File: config.mk
export PLATFORM = sky130hd
export DESIGN_NAME = fft_twiddle_mult_ctrl
export DESIGN_NICKNAME = d
export VERILOG_FILES = /design/src/rtl/fft_twiddle_mult_ctrl.sv
export SDC_FILE = /design/constraint.sdc
export NUM_CORES = 1
export LEC_CHECK = 0
export CORE_UTILIZATION = 41
export CTS_BUF_LIST = sky130_fd_sc_hd__clkbuf_4 sky130_fd_sc_hd__clkbuf_8
export CTS_CLUSTER_SIZE = 24
export DETAILED_ROUTE_END_ITERATION = 8
export PLACE_DENSITY = 0.93
export SETUP_SLACK_MARGIN = 0.15
export SYNTH_ARGS = -nofsm -noshare
export SYNTH_HDL_FRONTEND = slang
export SYNTH_SLANG_ARGS = --single-unit
File: constraint.sdc
create_clock -name clk -period 3.8 [get_ports clk]
set_clock_uncertainty 0.2 [all_clocks]
set_input_delay 0.76 -clock clk [delete_from_list [all_inputs] [get_ports clk]]
set_output_delay 0.76 -clock clk [all_outputs]
set_load 0.02 [all_outputs]
File: src/rtl/fft_twiddle_mult_ctrl.sv
// fft_twiddle_mult_ctrl
// ---------------------------------------------------------------------------
// Sits between the two radix-2 butterfly stages of a 16-point radix-2^2 SDF
// FFT and applies the inter-stage twiddle W16^e to each sample. A shared,
// external combinational complex multiplier is used only for non-trivial
// twiddles. W^0 is a bypass and W^4 (= -j) is a swap plus a saturating negate.
//
// Ports
//   clk, rst                 clock, asynchronous active-low reset
//   start, stop              control pulses (stop drains the current frame)
//   in_valid/in_ready        input stream handshake
//   in_sop, in_re, in_im     input sample and start-of-frame marker
//   out_valid/out_ready      output stream handshake
//   out_sop, out_eop         result is frame index 0 / frame index 15
//   out_re, out_im           twiddled result (registered)
//   busy, sop_err            activity flag, sticky misplaced-SOP flag
//   mul_in_*, mul_enable     operands/enable to the external multiplier
//   mul_out_re, mul_out_im   multiplier result (same cycle)
//   state_dbg                current FSM state (0 IDLE, 1 RUN, 2 DRAIN)
//
// Handshake: a transfer happens on a rising clk edge where valid && ready.
// A producer holds valid and its data until the transfer happens; ready may
// depend combinationally on the consumer's ready (in_ready uses out_ready).
// ---------------------------------------------------------------------------
module fft_twiddle_mult_ctrl #(
  parameter int WIDTH       = 16,
  parameter int FIXED_POINT = 11
) (
  input  logic                    clk,
  input  logic                    rst,
  input  logic                    start,
  input  logic                    stop,
  input  logic                    in_valid,
  output logic                    in_ready,
  input  logic                    in_sop,
  input  logic signed [WIDTH-1:0] in_re,
  input  logic signed [WIDTH-1:0] in_im,
  output logic                    out_valid,
  input  logic                    out_ready,
  output logic                    out_sop,
  output logic                    out_eop,
  output logic signed [WIDTH-1:0] out_re,
  output logic signed [WIDTH-1:0] out_im,
  output logic                    busy,
  output logic                    sop_err,
  output logic signed [WIDTH-1:0] mul_in_one_re,
  output logic signed [WIDTH-1:0] mul_in_one_im,
  output logic signed [WIDTH-1:0] mul_in_two_re,
  output logic signed [WIDTH-1:0] mul_in_two_im,
  output logic                    mul_enable,
  input  logic signed [WIDTH-1:0] mul_out_re,
  input  logic signed [WIDTH-1:0] mul_out_im,
  output logic [1:0]              state_dbg
);

  typedef enum logic [1:0] {
    IDLE  = 2'd0,
    RUN   = 2'd1,
    DRAIN = 2'd2
  } state_e;

  // Twiddle magnitudes, rounded to nearest at the chosen fractional width.
  localparam real SCALE = 2.0 ** FIXED_POINT;
  localparam int  TW_A  = $rtoi(0.9238795325112867 * SCALE + 0.5); // cos(pi/8)
  localparam int  TW_B  = $rtoi(0.7071067811865476 * SCALE + 0.5); // cos(pi/4)
  localparam int  TW_C  = $rtoi(0.3826834323650898 * SCALE + 0.5); // sin(pi/8)

  localparam logic signed [WIDTH-1:0] POS_A = WIDTH'(TW_A);
  localparam logic signed [WIDTH-1:0] NEG_A = WIDTH'(-TW_A);
  localparam logic signed [WIDTH-1:0] POS_B = WIDTH'(TW_B);
  localparam logic signed [WIDTH-1:0] NEG_B = WIDTH'(-TW_B);
  localparam logic signed [WIDTH-1:0] POS_C = WIDTH'(TW_C);
  localparam logic signed [WIDTH-1:0] NEG_C = WIDTH'(-TW_C);

  localparam logic signed [WIDTH-1:0] MIN_VAL = {1'b1, {(WIDTH-1){1'b0}}};
  localparam logic signed [WIDTH-1:0] MAX_VAL = {1'b0, {(WIDTH-1){1'b1}}};

  // Negation that maps the most negative value to the most positive one.
  function automatic logic signed [WIDTH-1:0] neg_sat(input logic signed [WIDTH-1:0] x);
    return (x == MIN_VAL) ? MAX_VAL : -x;
  endfunction

  state_e                  state_q;
  logic [3:0]              idx_q;
  logic                    out_valid_q, out_sop_q, out_eop_q, sop_err_q;
  logic signed [WIDTH-1:0] out_re_q, out_im_q;

  logic                    accept;
  logic [3:0]              eff_idx, idx_d, e;
  logic [1:0]              g, p;
  logic signed [WIDTH-1:0] tw_re, tw_im, res_re, res_im;

  assign in_ready = (state_q != IDLE) && (!out_valid_q || out_ready);

  always_comb begin
    accept  = in_valid && in_ready;
    // An SOP forces the sample onto frame index 0 regardless of the counter.
    eff_idx = in_sop ? 4'd0 : idx_q;
    idx_d   = accept ? (eff_idx + 4'd1) : idx_q;
    // Radix-2^2 twiddle exponent: bit-reversed upper pair times lower pair.
    g       = {eff_idx[2], eff_idx[3]};
    p       = eff_idx[1:0];
    e       = {2'b00, g} * {2'b00, p};

    tw_re = '0;
    tw_im = '0;
    case (e)
      4'd1:    begin tw_re = POS_A; tw_im = NEG_C; end
      4'd2:    begin tw_re = POS_B; tw_im = NEG_B; end
      4'd3:    begin tw_re = POS_C; tw_im = NEG_A; end
      4'd6:    begin tw_re = NEG_B; tw_im = NEG_B; end
      4'd9:    begin tw_re = NEG_A; tw_im = POS_C; end
      default: begin tw_re = '0;    tw_im = '0;    end
    endcase

    mul_enable    = 1'b0;
    mul_in_one_re = '0;
    mul_in_one_im = '0;
    mul_in_two_re = '0;
    mul_in_two_im = '0;
    res_re        = in_re;
    res_im        = in_im;
    if (e == 4'd4) begin
      // Multiply by -j: (re + j im)(-j) = im - j re.
      res_re = in_im;
      res_im = neg_sat(in_re);
    end else if (e != 4'd0) begin
      res_re = mul_out_re;
      res_im = mul_out_im;
      // Multiplier inputs stay quiet unless a sample is really taken.
      if (accept) begin
        mul_enable    = 1'b1;
        mul_in_one_re = in_re;
        mul_in_one_im = in_im;
        mul_in_two_re = tw_re;
        mul_in_two_im = tw_im;
      end
    end
  end

  always_ff @(posedge clk or negedge rst) begin
    if (!rst) begin
      state_q     <= IDLE;
      idx_q       <= 4'd0;
      out_valid_q <= 1'b0;
      out_sop_q   <= 1'b0;
      out_eop_q   <= 1'b0;
      out_re_q    <= '0;
      out_im_q    <= '0;
      sop_err_q   <= 1'b0;
    end else begin
      case (state_q)
        IDLE:    if (start && !stop) state_q <= RUN;
        // Stopping on a frame boundary needs no drain.
        RUN:     if (stop) state_q <= (idx_d == 4'd0) ? IDLE : DRAIN;
        DRAIN: begin
          if (start)                            state_q <= RUN;
          else if (accept && eff_idx == 4'd15)  state_q <= IDLE;
        end
        default: state_q <= IDLE;
      endcase

      idx_q <= idx_d;
      if (accept && in_sop && idx_q != 4'd0) sop_err_q <= 1'b1;

      if (accept) begin
        out_valid_q <= 1'b1;
        out_re_q    <= res_re;
        out_im_q    <= res_im;
        out_sop_q   <= (eff_idx == 4'd0);
        out_eop_q   <= (eff_idx == 4'd15);
      end else if (out_ready) begin
        out_valid_q <= 1'b0;
      end
    end
  end

  assign out_valid = out_valid_q;
  assign out_sop   = out_sop_q;
  assign out_eop   = out_eop_q;
  assign out_re    = out_re_q;
  assign out_im    = out_im_q;
  assign sop_err   = sop_err_q;
  assign busy      = (state_q != IDLE) || out_valid_q;
  assign state_dbg = state_q;

endmodule

==> metrics.txt <==
# TYPE chip_impl_metric gauge
chip_impl_metric{name="areaGrowthSynthToFinish",unit="%"} 59.5
chip_impl_metric{name="diodes",unit=""} 0
chip_impl_metric{name="chipHeight",unit="um"} 91.8
chip_impl_metric{name="detailedRoute.firstIterationViolations",unit=""} 197
chip_impl_metric{name="worst_setup_hold_path_clk_slew",unit="ns"} 0.08
chip_impl_metric{name="synthesis.instances",unit=""} 417
chip_impl_metric{name="avgViaCountPerCell",unit=""} 5.59
chip_impl_info{name="timing.hold.worst.class",value="reg2reg"} 1
chip_impl_metric{name="layout_min_cycle_time",unit="ns"} 3.58
chip_impl_info{name="critPathCaptureType",value="primary output"} 1
chip_impl_metric{name="fin_ws",unit="ns"} 0.219
chip_impl_info{name="grt_setup_unrepaired",value="no"} 1
chip_impl_metric{name="wire_per_inst",unit="um"} 17.2
chip_impl_metric{name="worst-endpoint-required",unit="ns"} 2.84
chip_impl_metric{name="detail_route.drc_violations",unit=""} 0
chip_impl_metric{name="grt_residual_overflow",unit=""} 0
chip_impl_metric{name="grt_antenna_before_repair",unit=""} 0
chip_impl_info{name="ctsRootBufferMaster",value="clkbuf_8"} 1
chip_impl_metric{name="number_of_warnings_printed_during_yosys_synthesis",unit=""} 0
chip_impl_info{name="run_status",value="finished clean"} 1
chip_impl_metric{name="bufs_on_longest_clock_path",unit=""} 2
chip_impl_metric{name="worst_max_slew_margin_expressed_relative_to_the_limit",unit="%"} 34.2
chip_impl_metric{name="clkSinkCount",unit=""} 42
chip_impl_metric{name="post_synthesis_instance_area",unit="sq um"} 3310
chip_impl_metric{name="dpl.hpwl",unit="um"} 9120
chip_impl_metric{name="io_buffers",unit=""} 171
chip_impl_metric{name="postPlaceCellArea",unit="sq um"} 5250
chip_impl_metric{name="core_area",unit="sq um"} 7770
chip_impl_info{name="path_class",value="in2out"} 1
chip_impl_info{name="ys.flop_type",value="dfrtp_1"} 1
chip_impl_metric{name="route.final.wire_length",unit="um"} 12000
chip_impl_metric{name="ys_async_sr_fraction",unit="%"} 100
chip_impl_metric{name="rows",unit=""} 32
chip_impl_metric{name="h_tree_levels",unit=""} 2
chip_impl_metric{name="die_width",unit="um"} 91.8
chip_impl_metric{name="synth_sequential_area_ratio",unit="%"} 31.8
chip_impl_metric{name="drt_pass1_iterations",unit=""} 5
chip_impl_metric{name="final-hold-violation-count",unit=""} 0
chip_impl_metric{name="drv_cap",unit=""} 0
chip_impl_metric{name="die_area",unit="sq um"} 8430
chip_impl_info{name="commonest_non_fill_non_tap_cells_in_the_layout",value="clkdlybuf4s50_1 (109), nand2_1 (62), dfrtp_1 (42), buf_4 (42), nor2_1 (39)"} 1
chip_impl_metric{name="postSynthRegisterBits",unit=""} 42
chip_impl_metric{name="power.leakage",unit="nW"} 2.35
chip_impl_metric{name="nNetsFinal",unit=""} 669
chip_impl_metric{name="routed-via-count",unit=""} 3895
chip_impl_info{name="leading_cell_type_in_the_layout_fill_and_taps_excluded",value="clkdlybuf4s50_1"} 1
chip_impl_metric{name="max_slew.worst_pin.slew",unit="ns"} 0.987
chip_impl_metric{name="pin_count",unit=""} 176
chip_impl_metric{name="number_of_enable_type_register_cells_in_the_synthesized_netlist",unit=""} 0
chip_impl_metric{name="grt_start_max_net_pins",unit=""} 43
chip_impl_metric{name="worst_r2r_path_depth",unit=""} 11
chip_impl_metric{name="worstPathMaxFanout",unit=""} 4
chip_impl_metric{name="final_cells",unit=""} 697
chip_impl_metric{name="first_global_vias",unit=""} 3795
chip_impl_metric{name="setup-tns-final",unit="ns"} 0
chip_impl_metric{name="avgSynthCellArea",unit="sq um"} 7.93
chip_impl_metric{name="worst_supply_voltage_drop_on_vdd",unit="mV"} 0.287
chip_impl_metric{name="globalRouteTotalUtil",unit="%"} 28.4
chip_impl_metric{name="highest_clock_frequency_the_design_can_meet",unit="MHz"} 279
chip_impl_metric{name="clk_lat_worst_skew",unit="ns"} 0.30
chip_impl_metric{name="pwr_density_cell",unit="nW/um^2"} 683
chip_impl_metric{name="dp.cells",unit=""} 684
chip_impl_metric{name="cts_buffers",unit=""} 5
chip_impl_info{name="tritoncts",value="done"} 1
chip_impl_metric{name="min_delay_path_depth",unit=""} 1
chip_impl_metric{name="report.final.setup_viol",unit=""} 0
chip_impl_metric{name="timing_max_transition_violations_final",unit=""} 0
chip_impl_metric{name="start_util",unit="%"} 42.6
chip_impl_metric{name="utilization",unit="%"} 67.9
chip_impl_metric{name="arrival",unit="ns"} 2.62
chip_impl_metric{name="ant_nets",unit=""} 0
chip_impl_metric{name="post-place-ws",unit="ns"} -0.641
chip_impl_info{name="crit_path_start_kind",value="primary input"} 1
chip_impl_metric{name="final_layout_size_suffix_gt1_share",unit="%"} 26.2
chip_impl_metric{name="wire_length_of_the_first_global_routing_pass",unit="um"} 18900
chip_impl_metric{name="ys_types",unit=""} 55
chip_impl_metric{name="place.gp.congestion",unit=""} 0.827
chip_impl_metric{name="finalHoldWorstSlack",unit="ns"} 0.271
chip_impl_metric{name="min_period_over_period",unit="%"} 94.2
chip_impl_metric{name="post_route_cell_area",unit="sq um"} 5270
chip_impl_metric{name="finalPower",unit="mW"} 3.60
[layout make-up]
class                      count  area (sq um)
multi-input combinational    326          2110
sequential                    42          1050
clock buffer                   5          68.8
inverter                       9          33.8
timing repair buffer         210          1840
clock inverter                 3          40.0
fill                         637          2500
tap                          102           128
[worst max-delay path: stages]
cell and delay (ns):
clkdlybuf4s15_2 0.22, nor3b_2 0.21, ha_2 0.23, inv_1 0.06, ha_2 0.18, or2_4 0.25, a21oi_4 0.14, buf_4 0.15
buf_2 0.13, and2_2 0.13, buf_2 0.15
[state kept, by name, indices dropped and copies added, names as in the netlist]
signal,count
out_re,16
out_sop,1
out_valid,1
idx_q,4
out_im,16
out_eop,1
state_dbg,2
sop_err,1
[cell families after synthesis]
logic type      count (synthesis)  synth area share, %
mux                            12                 4.05
flops                          42                 31.8
other cells                     1                0.113
compound gates                 86                 17.9
simple gates                  208                 33.2
xor+xnor                       12                 3.18
buf+inv                        52                 8.33
fa+ha+maj                       4                 1.51
[metal layers]
layer,global-route usage (%),share of wire [%],up-vias
met5,0,0,-
met4,10.5,2.9,0
met2,49.8,50,200
li1,-,-,1791
met3,5.06,6.8,31
met1,34.8,40,1873
[path summary, 6_finish.rpt]
check / slack, ns / start / to
worst min register to register: 0.27 / sop_err / sop_err
worst max-delay path: 0.22 / in_sop / mul_in_one_re[1]
worst max register to register: 1.04 / idx_q[2] / out_im[15]
worst min-delay path: 0.27 / sop_err / sop_err
min in group asynchronous: 0.41 / rst / out_im[5]
max in group asynchronous: 2.37 / rst / out_re[7]
[report_power, final]
part,internal [mW],switching (mW),leakage [nW]
Combinational,1.10,1.35,1.81
Clock,0.194,0.162,0.0579
Sequential,0.656,0.137,0.485
Total,1.95,1.65,2.35
[cells in the mapped netlist (all sizes together) (8+ instances only)]
cell    count  area, sq um
nand2      64          245
nor3       19          133
buf        30          193
mux2       11          124
nand3      11         55.1
a31oi      19          119
a21oi      24          124
dfrtp      42         1050
and2       37          231
inv         9         33.8
a211oi      8         60.1
clkbuf     13         48.8
nor2       44          180
xor2        9         78.8
[what timing repair did]
action                                  CTS  global route
cloned                                    3             0
setup buffers                             2             0
pin swaps                                 1             0
hold buffers                              0             0
resized for setup                       178            10
endpoints found under the setup margin   61            43
(Power assumes the default switching activity.)
